### config.mk
export PLATFORM = sky130hd
export DESIGN_NAME = alu_muldiv_ctrl_flat
export DESIGN_NICKNAME = d
export VERILOG_FILES = /design/src/rtl/muldiv_pkg.sv /design/src/rtl/alu_muldiv_ctrl_if.sv /design/src/rtl/muldiv_step.sv /design/src/rtl/alu_muldiv_ctrl.sv /design/src/flat_wrapper.sv
export SDC_FILE = /design/constraint.sdc
export NUM_CORES = 1
export LEC_CHECK = 0
export CORE_AREA = 2 2 108 110
export CTS_CLUSTER_DIAMETER = 30
export DETAILED_ROUTE_END_ITERATION = 10
export DIE_AREA = 0 0 110 112
export PLACE_DENSITY = 0.74
export SKIP_CTS_REPAIR_TIMING = 1
export SLEW_MARGIN = 10
export SYNTH_ARGS = -nofsm -noshare
export SYNTH_HDL_FRONTEND = slang
export SYNTH_SLANG_ARGS = --single-unit
### constraint.sdc
create_clock -name clk -period 1.8 [get_ports clk]
set_input_delay 0.27 -clock clk [delete_from_list [all_inputs] [get_ports clk]]
set_output_delay 0.27 -clock clk [all_outputs]
set_load 0.01 [all_outputs]
### src/rtl/muldiv_pkg.sv
// rtl/muldiv_pkg.sv - shared constants and state encoding for the mul/div sequencer
//
// Contents:
//   OP_MUL / OP_DIV  operation select encoding
//   state_t          sequencer states ST_IDLE, ST_RUN, ST_DONE
//   LAST_ITER        counter value of the final iteration
//   DZ_QUOTIENT      quotient reported for divide-by-zero
package muldiv_pkg;

  localparam logic OP_MUL = 1'b0;
  localparam logic OP_DIV = 1'b1;

  typedef enum logic [1:0] {
    ST_IDLE = 2'd0,
    ST_RUN  = 2'd1,
    ST_DONE = 2'd2
  } state_t;

  localparam int LAST_ITER = 15;

  localparam logic [15:0] DZ_QUOTIENT = 16'hFFFF;

endpackage

### src/rtl/alu_muldiv_ctrl_if.sv
// rtl/alu_muldiv_ctrl_if.sv - request/result and ALU-drive bundle for alu_muldiv_ctrl
//
// Signals:
//   start, op, opa, opb             request from the execute stage
//   busy, done, res_hi, res_lo, dz  status and results
//   alu_m, alu_a, alu_b             drive to the shared ALU
//   alu_s, alu_cout                 returned from the shared ALU
//   res_n, res_z, res_v             result flags, present only with MULDIV_FLAGS_EN
// Modports:
//   slave  - the sequencer's view
//   master - the environment's view (execute stage plus ALU)
interface alu_muldiv_ctrl_if #(
  parameter int WIDTH = 16
);

  logic             start;
  logic             op;
  logic [WIDTH-1:0] opa;
  logic [WIDTH-1:0] opb;
  logic             busy;
  logic             done;
  logic [WIDTH-1:0] res_hi;
  logic [WIDTH-1:0] res_lo;
  logic             dz;
  logic             alu_m;
  logic [WIDTH-1:0] alu_a;
  logic [WIDTH-1:0] alu_b;
  logic [WIDTH-1:0] alu_s;
  logic             alu_cout;

`ifdef MULDIV_FLAGS_EN
  logic             res_n;
  logic             res_z;
  logic             res_v;

  modport slave (
    input  start, op, opa, opb, alu_s, alu_cout,
    output busy, done, res_hi, res_lo, dz, alu_m, alu_a, alu_b,
    output res_n, res_z, res_v
  );

  modport master (
    output start, op, opa, opb, alu_s, alu_cout,
    input  busy, done, res_hi, res_lo, dz, alu_m, alu_a, alu_b,
    input  res_n, res_z, res_v
  );
`else
  modport slave (
    input  start, op, opa, opb, alu_s, alu_cout,
    output busy, done, res_hi, res_lo, dz, alu_m, alu_a, alu_b
  );

  modport master (
    output start, op, opa, opb, alu_s, alu_cout,
    input  busy, done, res_hi, res_lo, dz, alu_m, alu_a, alu_b
  );
`endif

endinterface

### src/rtl/muldiv_step.sv
// rtl/muldiv_step.sv - one shift-add / restoring-divide iteration around the external ALU
//
// Purely combinational.
// Ports:
//   i_op              OP_MUL or OP_DIV
//   i_hi, i_lo        working pair: P_hi/P_lo for MUL, R/Q for DIV
//   i_b               MC for MUL, D for DIV
//   i_alu_s/i_alu_cout  ALU result for the drive produced here
//   o_alu_m/a/b       ALU drive
//   o_nxt_hi/o_nxt_lo working pair after this iteration
module muldiv_step
  import muldiv_pkg::*;
#(
  parameter int WIDTH = 16
) (
  input  logic             i_op,
  input  logic [WIDTH-1:0] i_hi,
  input  logic [WIDTH-1:0] i_lo,
  input  logic [WIDTH-1:0] i_b,
  input  logic [WIDTH-1:0] i_alu_s,
  input  logic             i_alu_cout,
  output logic             o_alu_m,
  output logic [WIDTH-1:0] o_alu_a,
  output logic [WIDTH-1:0] o_alu_b,
  output logic [WIDTH-1:0] o_nxt_hi,
  output logic [WIDTH-1:0] o_nxt_lo
);

  logic [WIDTH-1:0] w_rs;
  logic             w_rmsb;

  // Remainder shifted left with the next dividend bit; the bit shifted out
  // of R is the 17th bit of Rs, which makes Rs >= D regardless of cout.
  assign w_rs   = {i_hi[WIDTH-2:0], i_lo[WIDTH-1]};
  assign w_rmsb = i_hi[WIDTH-1];

  always_comb begin
    o_alu_m  = 1'b0;
    o_alu_a  = '0;
    o_alu_b  = '0;
    o_nxt_hi = i_hi;
    o_nxt_lo = i_lo;
    if (i_op == OP_MUL) begin
      o_alu_m  = 1'b0;
      o_alu_a  = i_hi;
      o_alu_b  = i_lo[0] ? i_b : '0;
      // 33-bit {cout, S, P_lo} shifted right by one
      o_nxt_hi = {i_alu_cout, i_alu_s[WIDTH-1:1]};
      o_nxt_lo = {i_alu_s[0], i_lo[WIDTH-1:1]};
    end else begin
      o_alu_m = 1'b1;
      o_alu_a = w_rs;
      o_alu_b = i_b;
      if (w_rmsb || i_alu_cout) begin
        o_nxt_hi = i_alu_s;
        o_nxt_lo = {i_lo[WIDTH-2:0], 1'b1};
      end else begin
        o_nxt_hi = w_rs;
        o_nxt_lo = {i_lo[WIDTH-2:0], 1'b0};
      end
    end
  end

endmodule

### src/rtl/alu_muldiv_ctrl.sv
// rtl/alu_muldiv_ctrl.sv - multi-cycle unsigned 16x16 multiply / 16/16 divide sequencer over a shared add/sub ALU
//
// Ports:
//   clk   system clock, rising edge
//   rst   synchronous active-high reset
//   bus   alu_muldiv_ctrl_if.slave: start/op/opa/opb in, busy/done/res_hi/res_lo/dz out,
//         alu_m/alu_a/alu_b to the ALU, alu_s/alu_cout from the ALU
// Optional: define MULDIV_FLAGS_EN to add registered result flags res_n/res_z/res_v.
// Latency: done 17 cycles after an accepted start, 1 cycle for divide-by-zero.
module alu_muldiv_ctrl
  import muldiv_pkg::*;
#(
  parameter int WIDTH = 16,
  parameter int CNT_W = 5
) (
  input  logic             clk,
  input  logic             rst,
  alu_muldiv_ctrl_if.slave bus
);

  state_t           r_state;
  state_t           w_nxt_state;
  logic             r_op;
  logic [WIDTH-1:0] r_hi;
  logic [WIDTH-1:0] r_lo;
  logic [WIDTH-1:0] r_b;
  logic [CNT_W-1:0] r_cnt;
  logic [WIDTH-1:0] r_res_hi;
  logic [WIDTH-1:0] r_res_lo;
  logic             r_dz;

  logic             w_run;
  logic             w_last;
  logic             w_div0;
  logic             w_step_m;
  logic [WIDTH-1:0] w_step_a;
  logic [WIDTH-1:0] w_step_b;
  logic [WIDTH-1:0] w_nxt_hi;
  logic [WIDTH-1:0] w_nxt_lo;

  assign w_run  = (r_state == ST_RUN);
  assign w_last = (r_cnt == CNT_W'(LAST_ITER));
  assign w_div0 = (bus.op == OP_DIV) && (bus.opb == '0);

  muldiv_step #(.WIDTH(WIDTH)) u_step (
    .i_op       (r_op),
    .i_hi       (r_hi),
    .i_lo       (r_lo),
    .i_b        (r_b),
    .i_alu_s    (bus.alu_s),
    .i_alu_cout (bus.alu_cout),
    .o_alu_m    (w_step_m),
    .o_alu_a    (w_step_a),
    .o_alu_b    (w_step_b),
    .o_nxt_hi   (w_nxt_hi),
    .o_nxt_lo   (w_nxt_lo)
  );

  always_ff @(posedge clk) begin
    if (rst) r_state <= ST_IDLE;
    else     r_state <= w_nxt_state;
  end

  always_comb begin
    w_nxt_state = r_state;
    case (r_state)
      ST_IDLE: if (bus.start) w_nxt_state = w_div0 ? ST_DONE : ST_RUN;
      ST_RUN:  if (w_last)    w_nxt_state = ST_DONE;
      ST_DONE: w_nxt_state = ST_IDLE;
      default: w_nxt_state = ST_IDLE;
    endcase
  end

`ifdef MULDIV_FLAGS_EN
  logic r_res_n;
  logic r_res_z;
  logic r_res_v;
`endif

  // Results are captured on the edge that enters DONE so they are already
  // valid while done is high.
  always_ff @(posedge clk) begin
    if (rst) begin
      r_op     <= OP_MUL;
      r_hi     <= '0;
      r_lo     <= '0;
      r_b      <= '0;
      r_cnt    <= '0;
      r_res_hi <= '0;
      r_res_lo <= '0;
      r_dz     <= 1'b0;
`ifdef MULDIV_FLAGS_EN
      r_res_n  <= 1'b0;
      r_res_z  <= 1'b0;
      r_res_v  <= 1'b0;
`endif
    end else begin
      case (r_state)
        ST_IDLE: begin
          if (bus.start) begin
            r_op  <= bus.op;
            r_hi  <= '0;
            r_lo  <= (bus.op == OP_MUL) ? bus.opb : bus.opa;
            r_b   <= (bus.op == OP_MUL) ? bus.opa : bus.opb;
            r_cnt <= '0;
            r_dz  <= 1'b0;
            if (w_div0) begin
              r_dz     <= 1'b1;
              r_res_hi <= bus.opa;
              r_res_lo <= DZ_QUOTIENT;
`ifdef MULDIV_FLAGS_EN
              r_res_n  <= DZ_QUOTIENT[15];
              r_res_z  <= 1'b0;
              r_res_v  <= 1'b1;
`endif
            end
          end
        end
        ST_RUN: begin
          r_hi  <= w_nxt_hi;
          r_lo  <= w_nxt_lo;
          r_cnt <= r_cnt + CNT_W'(1);
          if (w_last) begin
            r_res_hi <= w_nxt_hi;
            r_res_lo <= w_nxt_lo;
`ifdef MULDIV_FLAGS_EN
            if (r_op == OP_MUL) begin
              r_res_n <= w_nxt_hi[WIDTH-1];
              r_res_z <= ({w_nxt_hi, w_nxt_lo} == '0);
              r_res_v <= (w_nxt_hi != '0);
            end else begin
              r_res_n <= w_nxt_lo[WIDTH-1];
              r_res_z <= (w_nxt_lo == '0);
              r_res_v <= r_dz;
            end
`endif
          end
        end
        default: ;
      endcase
    end
  end

  assign bus.busy   = (r_state != ST_IDLE);
  assign bus.done   = (r_state == ST_DONE);
  assign bus.res_hi = r_res_hi;
  assign bus.res_lo = r_res_lo;
  assign bus.dz     = r_dz;
  // ALU inputs are parked at zero outside RUN
  assign bus.alu_m  = w_run ? w_step_m : 1'b0;
  assign bus.alu_a  = w_run ? w_step_a : '0;
  assign bus.alu_b  = w_run ? w_step_b : '0;

`ifdef MULDIV_FLAGS_EN
  assign bus.res_n  = r_res_n;
  assign bus.res_z  = r_res_z;
  assign bus.res_v  = r_res_v;
`endif

endmodule
### src/flat_wrapper.sv
// flat-port wrapper written by rule: the top's interface ports become plain ports
module alu_muldiv_ctrl_flat import muldiv_pkg::*;
#(
  parameter int WIDTH = 16,
  parameter int CNT_W = 5
)
  (clk, rst, bus_start, bus_op, bus_opa, bus_opb, bus_alu_s, bus_alu_cout, bus_busy, bus_done, bus_res_hi, bus_res_lo, bus_dz, bus_alu_m, bus_alu_a, bus_alu_b);
  alu_muldiv_ctrl_if #(.WIDTH(WIDTH)) bus_i ();
  input  logic clk;
  input  logic rst;
  input wire logic [$bits(bus_i.start)-1:0] bus_start;
  input wire logic [$bits(bus_i.op)-1:0] bus_op;
  input wire logic [$bits(bus_i.opa)-1:0] bus_opa;
  input wire logic [$bits(bus_i.opb)-1:0] bus_opb;
  input wire logic [$bits(bus_i.alu_s)-1:0] bus_alu_s;
  input wire logic [$bits(bus_i.alu_cout)-1:0] bus_alu_cout;
  output wire logic [$bits(bus_i.busy)-1:0] bus_busy;
  output wire logic [$bits(bus_i.done)-1:0] bus_done;
  output wire logic [$bits(bus_i.res_hi)-1:0] bus_res_hi;
  output wire logic [$bits(bus_i.res_lo)-1:0] bus_res_lo;
  output wire logic [$bits(bus_i.dz)-1:0] bus_dz;
  output wire logic [$bits(bus_i.alu_m)-1:0] bus_alu_m;
  output wire logic [$bits(bus_i.alu_a)-1:0] bus_alu_a;
  output wire logic [$bits(bus_i.alu_b)-1:0] bus_alu_b;
  assign bus_i.start = bus_start;
  assign bus_i.op = bus_op;
  assign bus_i.opa = bus_opa;
  assign bus_i.opb = bus_opb;
  assign bus_i.alu_s = bus_alu_s;
  assign bus_i.alu_cout = bus_alu_cout;
  assign bus_busy = bus_i.busy;
  assign bus_done = bus_i.done;
  assign bus_res_hi = bus_i.res_hi;
  assign bus_res_lo = bus_i.res_lo;
  assign bus_dz = bus_i.dz;
  assign bus_alu_m = bus_i.alu_m;
  assign bus_alu_a = bus_i.alu_a;
  assign bus_alu_b = bus_i.alu_b;
  alu_muldiv_ctrl #(.WIDTH(WIDTH), .CNT_W(CNT_W)) u_core (.clk(clk), .rst(rst), .bus(bus_i));
endmodule
==> results of run 1 <==
==> logic make-up after synthesis <==
| family | Yosys count | synth area share (%) |
|---|---|---|
| AO/OA/AOI/OAI | 160 | 23.9 |
| adder cells (fa/ha/maj) | 2 | 0.530 |
| buffers and inverters | 57 | 5.14 |
| flip-flops | 89 | 37.8 |
| multiplexers | 64 | 14.0 |
| AND/OR/NAND/NOR | 201 | 18.7 |
==> state kept, by name, summed over array words and instances, names as in the netlist <==
signal / count
u_core.bus.res_hi: 16
u_core.r_b: 16
u_core.r_state: 2
u_core.bus.res_lo: 16
u_core.r_cnt: 5
u_core.bus.dz: 1
u_core.r_lo: 16
u_core.r_hi: 16
u_core.r_op: 1
==> metrics by stage <==
step / setup TNS [ns] / hold WS, ns
floorplan: -0.00361 / 0.442
global placement: -12.09 / 0.446
detailed placement: -13.12 / 0.459
CTS: -11.47 / 0.370
global route: -0.179 / 0.408
finish: 0 / 0.354
==> cell type report <==
class                   count  area (µm²)
clock inverters             6        57.6
multi-input cells         427        2810
clock buffers              10         239
flip-flops and latches     89        1790
well taps                 143         179
fillers                   940        4210
inverters                   5        22.5
repair buffers            180        1860
==> path summary, 6_finish.rpt <==
path / startpoint / end
worst min register to register: u_core.bus.dz$_SDFFE_PP0P_ / u_core.bus.dz$_SDFFE_PP0P_
worst max register to register: u_core.r_cnt[0]$_SDFFE_PP0P_ / u_core.bus.res_hi[2]$_SDFFE_PP0P_
worst min-delay path: bus_opb[10] / u_core.r_b[10]$_SDFFE_PP0P_
worst max-delay path: u_core.r_cnt[0]$_SDFFE_PP0P_ / u_core.bus.res_hi[2]$_SDFFE_PP0P_
==> cells in the mapped netlist (16+ instances only) <==
cell type	instances
sky130_fd_sc_hd__dfxtp_1	89
sky130_fd_sc_hd__nor3_1	20
sky130_fd_sc_hd__nor2_1	47
sky130_fd_sc_hd__a31oi_1	26
sky130_fd_sc_hd__a21oi_1	38
sky130_fd_sc_hd__a31o_1	16
sky130_fd_sc_hd__mux2i_1	49
sky130_fd_sc_hd__and2_1	16
sky130_fd_sc_hd__o211ai_1	16
sky130_fd_sc_hd__a211oi_1	18
sky130_fd_sc_hd__clkbuf_1	41
sky130_fd_sc_hd__a311oi_1	17
sky130_fd_sc_hd__nand2_1	99
==> critical path, delay by kind of cell, from the launching register on <==
family	cells	cell delay, ns
and+or+nand+nor	2	0.26
buffers and inverters	1	0.18
DFF	1	0.36
AOI/OAI and AO/OA	3	0.56
adders and majority gates	2	0.31
==> power by group through the flow <==
stage	combinational, mW	clock (mW)	sequential [mW]
finish	1.11	1.87	2.17
global route	1.20	1.97	2.18
CTS	1.03	1.90	2.16
detailed placement	1.03	0	2.21
global placement	1.00	0	2.20
floorplan	0.574	0	2.19
==> routing by layer <==
metal / GRT usage, % / share of wire (%) / vias to the layer above
li1: - / - / 2370
met1: 33.4 / 42 / 2354
met2: 35.5 / 46 / 292
met3: 3.63 / 9.7 / 36
met4: 8.35 / 3.1 / 0
met5: 0 / 0 / -
==> summary by stage, run 1 <==
Place
Counting tap cells, the placed design contains a total of 831 instances. The final RePlAce weighted congestion is 0.840. The count of port buffers added during placement is 120. The instance area at placement is 0.00631 mm². The setup slack after placement is -0.442 ns. Once detailed placement completed, the half-perimeter wirelength came to 10,700 µm.

Synth
Among all flip-flop cells after synthesis, the most frequent one is sky130_fd_sc_hd__dfxtp_1. Counting every instance in the synthesized netlist gives 573. By area the synthesized netlist is led by sky130_fd_sc_hd__dfxtp_1, sky130_fd_sc_hd__mux2i_1, sky130_fd_sc_hd__nand2_1.

Yosys mapped a number of flops with a built-in enable equal to 0. Of the synthesized area, sequential elements account for 37.8%. The cell type with the largest total area after synthesis is sky130_fd_sc_hd__dfxtp_1. Synthesis instantiated 43 different standard cells from the library. In this run, synthesis produced a sequential element count of 89. The number of nets in the synthesized netlist is 628. In this run the mean area of a mapped cell was 8.24 µm². For this run, asynchronously set or reset flops after synthesis account for 0%.

The cell area after technology mapping is 0.00472 mm². The proportion of netlist area held by the largest area contributor is 37.8%. Yosys printed 0 warnings.

Global route
The first global-routing pass estimated 22,700 µm of wire. The total routing usage reported by global routing is 23.4%. The number of antenna violations at the first check in global routing is 0. The total overflow left after global routing is 0.

The number of global-route vias before repair came to 4,480. Entering global routing, the biggest net connects 60 pins.

Drt
The number of design-rule violations left by the first detailed-router iteration is 395. The number of remaining DRC errors is 0. The routed design has 15,600 µm of wire. After detailed routing, the average wire length per cell comes to 18.2 µm. The detailed router placed 5,052 vias in this run.

The first-pass detailed-route iteration total is 6. The number of routed nets with antenna violations is 0. Using the TritonRoute via totals, the vias-per-cell ratio works out to 5.87.

Critical path
The kind of critical path is reg2reg. The setup slack of the most critical reg-to-reg path is 0.008 ns. The most repeated library cell on the critical path is sky130_fd_sc_hd__ha_4. Counting cells, the worst reg-to-reg path comes to 8. Of all nets on the critical path, the largest fanout is 25. The library cell contributing the largest single delay on the critical path is sky130_fd_sc_hd__dfxtp_2. The worst setup path is launched from a register. The highest cell delay on the worst timing path is 0.36 ns. Walking the worst path, the cells encountered are ha_4, and3_4, ha_4, nand2_4, a21oi_4, buf_12, a31oi_1, a311oi_1. The critical path data required time is 2.04 ns. For the worst setup path, the data arrival time is 2.03 ns. The critical path capture point type is a register.

CTS
The buffer depth of the longest clock path is 2. The H-tree generated during clock tree synthesis spans 3 levels. The clock slew seen by the registers of the worst setup and hold paths is 0.06 ns.

The clock reaches the later pin of the worst-skew pair after 0.34 ns. The number of CTS-inserted buffers is 9. The buffer cell driving the clock tree root is sky130_fd_sc_hd__clkbuf_16. For this design, the sink count on the clock tree is 89. The CTS tree is built.

Timing
The worst path meets setup with 0.00813 ns of slack. The worst path uses 99.5% of the clock period. The number of hold violations in the final report came to 0. Timing would allow up to 558 MHz.

The worst slew margin relative to its limit is 64.2%. The number of pins exceeding their max-slew limit in the final report is 0. The final setup violation count is 0. Setup repair after global routing could not meet its margin everywhere.

The final critical delay including setup and external delays is 1.79 ns. On the final layout, the worst clock skew is 0.00661 ns. For the pin with the worst max-slew slack, the measured transition is 0.537 ns.

Floorplanning
The floorplan has 39 rows. Once the floorplan was initialized, standard cells occupied 42.2% of the core. The top-level port count is 121.

From left edge to right edge, the die measures 110 µm. The die is 112 µm tall. In this run the standard cell core region covers 0.0112 mm².

The die covers 0.0123 mm².

Finish
The final layout contains 767 nets. Measured on the finished design, the core utilization comes to 62.3%. The library cell used most frequently in the layout, excluding fill and tap cells, is sky130_fd_sc_hd__nand2_1. The total non-filler cell area in the finished layout is 0.00696 mm². The final antenna diode count is 0.

In the final layout, the share of cells above drive strength 1 is 15.9%. For this run, the number of standard cells in the final layout without fillers is 860. The area overhead of the layout relative to synthesis is 47.5%. The library cells used most frequently in the layout, excluding fill and tap cells, are sky130_fd_sc_hd__nand2_1, sky130_fd_sc_hd__dfxtp_1, sky130_fd_sc_hd__clkdlybuf4s50_1.

Pwr
Summing internal, switching and leakage power gives 5.16 mW. Cell internal power was estimated by the tool at 3.71 mW. The switching share of power is 28.0%. The share of total power in sequential cells is 42.2%. The worst vdd rail ir drop is 0.000461 V. The power per cell area is 740 mW/mm². The analysis attributes to cell leakage a power of 3.16 nW. Of the total power, the clock network draws 36.3%. The switching power summed over all nets is 1.44 mW. The portion of total power attributed to combinational logic is 21.5%.

Run
The tool flagged a number of max-cap violations equal to 0.

Hold path
The class of the tightest hold or removal check is in2reg. The worst hold path was traced through 3 stages.

Status
The flow ran to the end, and the final reports show no timing, DRC or antenna violations.
Power figures use the tool's default switching activity.
==> run 2, diff against run 1 <==
--- a/config.mk
+++ b/config.mk
@@ -5,12 +5,13 @@
 export SDC_FILE = /design/constraint.sdc
 export NUM_CORES = 1
 export LEC_CHECK = 0
-export CORE_AREA = 2 2 108 110
+export CORE_AREA = 3 3 109 111
 export CTS_CLUSTER_DIAMETER = 30
 export DETAILED_ROUTE_END_ITERATION = 10
-export DIE_AREA = 0 0 110 112
-export PLACE_DENSITY = 0.74
+export DIE_AREA = 0 0 112 114
+export PLACE_DENSITY_LB_ADDON = 0.3
 export SKIP_CTS_REPAIR_TIMING = 1
+export SKIP_LAST_GASP = 1
 export SLEW_MARGIN = 10
 export SYNTH_ARGS = -nofsm -noshare
 export SYNTH_HDL_FRONTEND = slang
==> run 2 against run 1 <==
  * The flow now finishes with violations (negative setup slack)
  * Routed wire length up 1.3%
  * Global-route usage shrank 1.1 points
  * Cell count decreased by 0.12%
  * Flip-flop and latch count did not move
  * First-iteration DRC count increased by 33%
  * Clock skew is essentially flat
  * Total power is 7.2% lower
  * Sequential share of layout area decreased by 0.40 points
  * Worst setup slack lost 0.13 ns
  * Hold slack got worse by 0.028 ns
  * Register-to-register slack about the same
  * Largest power group unchanged
==> summary by stage, run 2 (synthesis gave the netlist of run 1 again) <==
Timing
The worst setup margin is -0.123 ns. Setup violations remaining at the end of the flow were counted as 8. Measured against its own limit, the worst slew margin works out to 64.5%. Hold is met by 0.327 ns. Setup repair after global routing could not meet its margin everywhere. The number of hold violations in the final report is 0. The achievable frequency is 520 MHz.

The number of pins exceeding their max-slew limit in the final report is 0. The measured slew at the worst slew-check pin is 0.532 ns. Counting I/O delays and the setup requirement, the final critical path takes 1.92 ns. The clock tree skew after final layout is 0.00653 ns. The final period utilization is 107%. For the final routed database, the setup TNS stands at -0.807 ns.

Floorplanning
The core region is 0.0109 mm². The starting density of the core is 43.3%. The height of the die is 114 µm. The top-level port count is 121. Measured along the x axis, the die boundary spans 112 µm. The initialized floorplan defines 38 standard-cell rows. The die covers 0.0128 mm².

Critical path
The critical path capture point type is an output port. Counting stages on the worst path, the most repeated cell is sky130_fd_sc_hd__buf_6. In this run the critical register-to-register path is launched from u_core.r_cnt[1]$_SDFFE_PP0P_. The critical path data required time is 1.53 ns. For this design, the slowest cell found on the critical path is sky130_fd_sc_hd__dfxtp_4. The startpoint of the most critical setup path is u_core.r_op$_SDFFE_PP0P_. The kind of launch point of the worst setup path is a register. The highest cell delay on the worst timing path is 0.38 ns. The maximum fanout along the worst path is 5. At the worst endpoint, the arrival time is 1.65 ns. The critical path goes through buf_12, nor2_4, nor2_4, buf_6, buf_6, buf_6, and2_4, buf_6. The critical path in this run is classified as reg2out.

Finish
The library cells used most frequently in the layout, excluding fill and tap cells, are sky130_fd_sc_hd__nand2_1, sky130_fd_sc_hd__dfxtp_1, sky130_fd_sc_hd__clkdlybuf4s50_1. The fraction of layout instances using a drive strength above 1 is 17.1%. The final instance count without filler cells is 859.

The library cell used most frequently in the layout, excluding fill and tap cells, is sky130_fd_sc_hd__nand2_1. The repair_antennas step left the layout with diodes totalling 0. After the last flow step, the layout net total stands at 769. The end-of-flow core utilization is 64.9%. The fill cell instance count of the final layout is 873.

The area of combinational cells with multiple inputs is 0.00284 mm². The sequential cell area is 0.00179 mm². Relative to the synthesized area, the layout overhead comes to 49.7%. The finished cells cover 0.00707 mm².

CTS
In this run the number of H-tree levels came out at 3. TritonCTS built the clock tree. The number of CTS-inserted buffers is 9. Clock-pin slew was measured on the worst setup and hold paths at 0.09 ns.

For the worst-skew pair, the clock arrives at the later sink with an insertion delay of 0.36 ns. For this design, the sink count on the clock tree is 89. The buffer cell driving the clock tree root is sky130_fd_sc_hd__clkbuf_8. The longest clock path from root to sink contains 2 buffers.

Pwr
The total power of the final layout is 4.78 mW. The power per cell area is 677 mW/mm². VDD sags by at most 0.000376 V.

The static leakage power is 3.20 nW.

Run
Max-cap violations in this run came to 0.

Global route
The total grt overflow is 0. The first-pass GRT wire length is 23,100 µm. The number of global-route vias before repair is 4,533.

The total routing usage reported by global routing is 22.3%. The number of antenna violations at the first check in global routing came to 0. Entering global routing, the biggest net connects 50 pins.

Place
The placed cell count is 824. The congestion estimate from routability-driven global placement came to 0.882. The instance area at placement is 0.00632 mm². Before CTS, the worst setup slack after placement is -0.476 ns.

In this run the tool buffered the top-level ports with 120 buffer cells. Detailed placement finished with a half-perimeter wire length of 10,700 µm.

Drt
After detailed routing, the number of vias per cell comes to 5.83. The first detailed-routing pass took 5 iterations. For this run, design rule violations remaining after detail routing come to 0.

The routed length per placed instance is 18.4 µm. In this run, the number of DRC markers left after iteration 0 of detailed routing was 525. The routed layout has 5,007 vias. The number of routed nets with antenna violations is 0. The detailed-route wire length is 15,800 µm.

Hold path
In this run the worst hold path is classified as in2reg. The worst min-delay path startpoint is bus_opb[10].

Status
The checks that failed: negative setup slack. The flow ran to the end, but the final reports show violations.
-- run 2: cell count changes in the layout (fill, tap and decap cells not counted), moves of 3 or more --
| cell | change |
|---|---|
| sky130_fd_sc_hd__clkbuf_16 | -7 |
| sky130_fd_sc_hd__clkinv_2 | -3 |
| sky130_fd_sc_hd__clkbuf_2 | -8 |
| sky130_fd_sc_hd__buf_4 | -3 |
| sky130_fd_sc_hd__and2_1 | -9 |
| sky130_fd_sc_hd__buf_12 | +3 |
| sky130_fd_sc_hd__and2_4 | +9 |
| sky130_fd_sc_hd__clkbuf_8 | +11 |
| sky130_fd_sc_hd__buf_6 | +9 |
-- run 2: path summary, 6_finish.rpt --
check,endpoint,slack [ns],cells past startpoint
worst max-delay path,bus_alu_b[1],-0.12,8
worst min-delay path,u_core.r_b[10]$_SDFFE_PP0P_,0.33,3
worst max register to register,u_core.bus.res_hi[7]$_SDFFE_PP0P_,0.01,9
worst min register to register,u_core.r_lo[1]$_SDFFE_PP0P_,0.47,2
-- run 2: final cells by class --
cell class,instances,share of cell area (%)
multi-input combinational,427,40.2
sequential,89,25.3
clock buffer,14,2.44
timing repair buffer,182,28.8
inverter,5,0.266
tap,140,2.48
clock inverter,2,0.496
-- run 2: worst max-delay path, delay by kind of cell (launching register included) --
family | cells | cell delay, ns
buffers and inverters | 5 | 0.59
DFF | 1 | 0.38
and+or+nand+nor | 3 | 0.30
-- run 2: power breakdown --
part           leakage, nW  switching (mW)  internal (mW)
logic                 2.36           0.594          0.561
registers            0.729          0.0904           2.08
clock network        0.107           0.702          0.756
-- run 2: layer usage --
layer / vias up / global-route usage (%) / part of all wire (%) / routed length [µm]
li1: 2371 / - / - / -
met1: 2357 / 30.8 / 45 / 7100
met2: 251 / 34.5 / 45 / 7150
met3: 28 / 3.77 / 7.6 / 1210
met4: 0 / 9.62 / 2.4 / 385
met5: - / 0 / 0 / 0
==> run 3, diff against run 2 <==
--- a/config.mk
+++ b/config.mk
@@ -9,7 +9,7 @@
 export CTS_CLUSTER_DIAMETER = 30
 export DETAILED_ROUTE_END_ITERATION = 10
 export DIE_AREA = 0 0 112 114
-export PLACE_DENSITY_LB_ADDON = 0.3
+export PLACE_DENSITY = 0.83
 export SKIP_CTS_REPAIR_TIMING = 1
 export SKIP_LAST_GASP = 1
 export SLEW_MARGIN = 10
==> run 3 against run 2 <==
  * The run still ends with negative setup slack left
  * Combinational power barely moved
  * Non-clock buffer count rose by 6
  * Register-to-register slack got worse by 0.10 ns
  * Clock power barely moved
  * Clock-buffer cell count fell by 4
  * Maximum frequency fell by 0.49%
  * Critical path depth fell by 1
  * Via count rose by 3.1%
  * Total power barely moved
  * Clock skew rose by 0.0056 ns
  * Worst setup slack got worse by 0.0094 ns
==> summary by stage, run 3 (synthesis gave the netlist of run 1 again) <==
CTS
The CTS tree is built. The clock net in this run drives a total of 89 sinks. Counting the buffers created by CTS gives 9. No sink is reached through more buffers than the 2 on the longest clock path.

The number of H-tree levels is 3. The tree is rooted in a sky130_fd_sc_hd__clkbuf_8. Clock-pin slew was measured on the worst setup and hold paths at 0.10 ns.

The source-to-sink clock delay at the later pin of the worst-skew pair is 0.38 ns.

Pwr
The share of total power in sequential cells is 45.4%. IR analysis of the VDD net gives a maximum drop of 0.000366 V. In this run the power density over the cells is 688 mW/mm². In this run the power spent charging and discharging nets is 1.47 mW. The total power of the final layout is 4.79 mW. In this run the static leakage power is 3.16 nW.

Of the total power, the share spent switching nets is 30.7%. Of the total power, the clock network draws 30.3%. The portion of total power attributed to combinational logic is 24.3%.

The internal portion of the total power is 3.32 mW.

Drt
The total number of vias is 5,163. The via-per-instance ratio is 5.97. The number of remaining DRC errors is 0. The first-pass detailed-route iteration total is 5. The detailed router finished its first iteration with 448 violations. The number of routed nets with antenna violations is 0.

In the final routed layout, each cell accounts on average for 19.2 µm. The detailed-route wire length is 16,600 µm.

Floorplanning
Once the floorplan was initialized, standard cells occupied 43.3% of the core. The height of the die is 114 µm. The total area inside the core boundary comes to 0.0109 mm². For this design the top-level I/O count stands at 121. The row count is 38. The die is 112 µm wide. The die covers 0.0128 mm².

Timing
The worst slew margin relative to its limit is 63.7%. Hold is met by 0.312 ns. The final period utilization is 107%.

Setup violations remaining at the end of the flow were counted as 25. At the pin with the least slew margin, the transition time is 0.544 ns. Setup repair after global routing could not meet its margin everywhere. The smallest clock period supported by the final layout is computed as 1.93 ns.

The number of hold violations in the final report is 0. For this run, the top clock speed supported by timing is 517 MHz. The worst setup margin is -0.133 ns.

The number of pins exceeding their max-slew limit in the final report came to 0. Setup total negative slack on the finished layout was measured at -1.50 ns. The clock tree skew after final layout is 0.0121 ns.

Critical path
The kind of critical path is reg2out. Among all stages on the critical path, the largest delay is contributed by sky130_fd_sc_hd__dfxtp_4. The critical path data required time is 1.53 ns.

Walking the worst path, the cells encountered are buf_4, nor2_4, nor2_4, buf_4, buf_6, and2_1, buf_2. The highest cell delay on the worst timing path is 0.39 ns. The critical path capture point type is an output port. STA classifies the critical path startpoint as a register.

At the worst endpoint, the arrival time is 1.66 ns. Of all nets on the critical path, the largest fanout is 8.

Global route
The number of antenna violations at the first check in global routing was 0. The pin count of the biggest net entering global routing is 53. The number of global-route vias before repair came to 4,743. The total routing usage reported by global routing is 22.8%. Summed over all layers, the global routing overflow is 0. The first-pass GRT wire length is 23,900 µm.

Finish
The fill cell instance count of the final layout is 852. The leading cell type in the layout, fill and taps excluded is sky130_fd_sc_hd__nand2_1. The library cells used most frequently in the layout, excluding fill and tap cells, are sky130_fd_sc_hd__nand2_1, sky130_fd_sc_hd__dfxtp_1, sky130_fd_sc_hd__clkdlybuf4s50_1. The area overhead of the layout relative to synthesis is 47.4%.

The final antenna diode count is 0. The number of nets in the final layout is 775. The fraction of layout instances using a drive strength above 1 is 16.4%.

Place
The congestion estimate from routability-driven global placement came to 0.873. Buffers placed on the I/O ports in this run total 120. After legalization and detailed placement, the total HPWL measured 10,900 µm.

Status
The run finished, with violations left. The final reports fail on negative setup slack.

Hold path
The class of the tightest hold or removal check is in2reg.

Run
The number of maximum-capacitance constraint violations is 0.
-- run 3: cell count changes in the layout (fill, tap and decap cells not counted), moves of 2 or more --
cell                             delta
sky130_fd_sc_hd__clkbuf_1           -2
sky130_fd_sc_hd__clkbuf_8           -2
sky130_fd_sc_hd__buf_4              +8
sky130_fd_sc_hd__clkbuf_2           +6
sky130_fd_sc_hd__buf_6             -10
sky130_fd_sc_hd__and2_1             +9
sky130_fd_sc_hd__a311oi_2           -5
sky130_fd_sc_hd__dlymetal6s2s_1     -2
sky130_fd_sc_hd__and2_4             -9
sky130_fd_sc_hd__buf_2              +5
sky130_fd_sc_hd__a311oi_1           +5
sky130_fd_sc_hd__buf_12             -2
-- run 3: final timing paths --
kind / from / endpoint / slack, ns / cells after the start
setup / recovery: u_core.r_op$_SDFFE_PP0P_ / bus_alu_b[3] / -0.13 / 7
hold reg to reg: u_core.r_lo[10]$_SDFFE_PP0P_ / u_core.r_lo[10]$_SDFFE_PP0P_ / 0.48 / 2
hold / removal: rst / u_core.r_hi[15]$_SDFFE_PP0P_ / 0.31 / 2
setup reg to reg: u_core.r_cnt[1]$_SDFFE_PP0P_ / u_core.bus.res_hi[7]$_SDFFE_PP0P_ / -0.09 / 9
-- run 3: final cells by class --
cell class                      instances  area [µm²]  share of cell area, %
Tap cell                              140         175                   2.52
Clock buffer                           10         138                   1.98
Sequential cell                        89        1790                   25.7
Multi-Input combinational cell        427        2790                   40.1
Clock inverter                          6        65.1                  0.935
Timing Repair Buffer                  188        1980                   28.5
Inverter                                5        18.8                  0.270
-- run 3: metrics by stage --
stage          area [µm²]  worst slack [ns]  cells  utilization (%)
2_1_floorplan        4760         -0.000903    573                -
3_3_place_gp         6330            -0.408    829             58.1
3_5_place_dp         6330            -0.465    829             58.1
4_1_cts              6530            -0.431    845             60.0
5_1_grt              6960            -0.172    865             63.9
6_report             6960            -0.133    865             63.9
-- run 3: power groups by stage --
| stage | clock, mW | combinational, mW | sequential [mW] |
|---|---|---|---|
| 2_1_floorplan | 0 | 0.574 | 2.19 |
| 3_3_place_gp | 0 | 1.01 | 2.20 |
| 3_5_place_dp | 0 | 1.04 | 2.21 |
| 4_1_cts | 1.44 | 1.04 | 2.16 |
| 5_1_grt | 1.54 | 1.24 | 2.19 |
| 6_report | 1.45 | 1.16 | 2.17 |
-- run 3: worst max-delay path, delay by kind of cell (launching register included) --
family / cells / cell delay (ns)
buf+inv: 4 / 0.54
flops: 1 / 0.39
simple gates: 3 / 0.36
-- run 3: routing by layer --
layer	vias up	global-route usage (%)	routed length [µm]
li1	2379	-	-
met3	37	5.15	1640
met2	326	34.4	7430
met4	0	6.73	369
met5	-	0	0
met1	2421	32.6	7130
==> patch (config.mk and constraints of run 1) <==
Reset style: asynchronous (`rst`), changed in 2 clocked blocks. Comments in the files are not updated.
--- a/src/rtl/alu_muldiv_ctrl.sv
+++ b/src/rtl/alu_muldiv_ctrl.sv
@@ -57,5 +57,5 @@
   );
 
-  always_ff @(posedge clk) begin
+  always_ff @(posedge clk or posedge rst) begin
     if (rst) r_state <= ST_IDLE;
     else     r_state <= w_nxt_state;
@@ -80,5 +80,5 @@
   // Results are captured on the edge that enters DONE so they are already
   // valid while done is high.
-  always_ff @(posedge clk) begin
+  always_ff @(posedge clk or posedge rst) begin
     if (rst) begin
       r_op     <= OP_MUL;
Check against the original RTL: differs if rst is asserted again (counterexample within 4 cycles, from zero or initial values and one cycle with rst high); with rst held inactive, the same outputs for 10 cycles.
==> patch against run 1 <==
The flow now finishes with violations (setup timing). Sequential cell count is the same. Area after synthesis grew 6.3%. Count of clock-buffer cells in the layout is the same. Core utilization grew 3.9 points. Cell area grew 6.3%. Global-route usage grew 1.6 points. Non-clock buffer count grew 19. Wire length grew 1.0%. Worst setup slack lost 0.15 ns. Clock skew shrank 0.0021 ns. Fmax shrank 7.5%. Via count shrank 8.6%.
Power is not compared: it rests on default switching activity, and its combinational part moved more than twofold at a synthesized area within 25%.
==> patch: results (changes against run 1) <==
[metrics] Area contributors post-synth: sky130_fd_sc_hd__dfrtp_1 44%, sky130_fd_sc_hd__mux2i_1 15%, sky130_fd_sc_hd__nor2_1 4.6%, sky130_fd_sc_hd__a21oi_1 4.0%, sky130_fd_sc_hd__a21o_1 3.1% (was sky130_fd_sc_hd__dfxtp_1 38%, sky130_fd_sc_hd__mux2i_1 10%, sky130_fd_sc_hd__nand2_1 7.9%, sky130_fd_sc_hd__a21oi_1 4.0%, sky130_fd_sc_hd__nor2_1 3.7%)
[metrics] Routed WL: 15800 um (was 15600 um)
[metrics] ratio of cells with drive above 1 in the final layout: 0.247 (was 0.159)
[metrics] largest net degree at the start of global routing: 35 (was 60)
[metrics] worst clock skew: 0.00451 ns (was 0.00661 ns)
[metrics] crit path setup slack, layout: -0.138 ns (was 0.00813 ns)
[metrics] cells after synthesis: 514 (was 573)
[metrics] drt first pass iters: 5 (was 6)
[metrics] vias per cell: 5.56 (was 5.87)
[metrics] actual transition at the worst max-transition pin: 0.463 ns (was 0.537 ns)
[metrics] count of filler cells inserted in the layout: 883 (was 940)
[metrics] net count after synthesis: 569 (was 628)
[metrics] violated checks: setup timing
[metrics] sequential cell area fraction in the yosys report: 0.444 (was 0.378)
[metrics] number of global-route vias before repair: 4538 (was 4480)
[metrics] slack of the worst reg-to-reg path: -0.12 ns (was 0.008 ns)
[metrics] post-synthesis async set-or-reset flop share: 1.00 (was 0)
[metrics] classification of the worst-slack hold path: primary input to asynchronous set/reset pin (was primary input to register)
[metrics] drt initial violations: 325 (was 395)
[metrics] first-pass GRT wire length: 23800 um (was 22700 um)
[metrics] data arrival time of the worst path: 1.67 ns (was 2.03 ns)
[metrics] delay of the slowest cell on the worst path: 0.47 ns (was 0.36 ns)
[metrics] outcome: finished with violations (was finished clean)
[metrics] placed cell count: 807 (was 831)
[metrics] CP top delay family: buffers and inverters (was compound AO/OA/AOI/OAI gates)
[metrics] Fin Setup TNS: -2.60 ns (was 0 ns)
[metrics] setup violators final: 47 (was 0)
[metrics] count of different cell masters after synthesis: 36 (was 43)
-- patch: cell count changes in the layout (fill, tap and decap cells not counted), sizes merged, moves of 26 or more --
cell and delta:
dfrtp +89, dfxtp -89, nand2 -77, buf +36, mux2i +28, a31oi -26
-- patch: cell type report --
type | count | area [um2] | area share
clock buffers | 10 | 239 | 0.0323
clock inverters | 6 | 67.6 | 0.00913
inverters | 24 | 93.8 | 0.0127
multi-input cells | 359 | 2620 | 0.353
flip-flops and latches | 89 | 2230 | 0.301
well taps | 143 | 179 | 0.0242
repair buffers | 199 | 1980 | 0.267
-- patch: power by group --
group	leakage [nW]	internal [mW]	switching, mW
combinational	2.33	3.80	3.25
clock	0.145	1.12	0.834
sequential	1.02	2.96	0.792
-- patch: final timing paths --
kind                                    from              endpoint  depth (start not counted)
max reg2reg                u_core.r_state[0]  u_core.bus.res_hi[5]                          7
min                                      rst  u_core.bus.res_lo[9]                          2
max in group asynchronous                rst           u_core.r_op                          3
max                              u_core.r_op         bus_alu_b[14]                          7
min reg2reg                  u_core.r_cnt[3]       u_core.r_cnt[3]                          1
min in group clk                      bus_op           u_core.r_op                          4
-- patch: cell families after synthesis --
| kind of cell | count (synthesis) | synth area share |
|---|---|---|
| AND/OR/NAND/NOR | 140 | 0.143 |
| AO/OA/AOI/OAI | 127 | 0.169 |
| multiplexers | 90 | 0.183 |
| flip-flops | 89 | 0.444 |
| buffers and inverters | 66 | 0.0561 |
| adder cells (fa/ha/maj) | 2 | 0.00499 |
-- patch: layer usage --
metal	global-route usage	up-vias	share of wire
li1	-	2157	-
met1	0.329	2269	0.41
met2	0.415	154	0.52
met3	0.0381	36	0.038
met4	0.0903	0	0.027
met5	0	-	0
-- patch: stage by stage --
step                      worst slack (ns)  instance area (um2)
after floorplan                     0.0197                 5020
after global placement              -0.313                 6910
after detailed placement            -0.328                 6910
after CTS                           -0.463                 7220
after global routing                -0.185                 7400
final                               -0.138                 7400
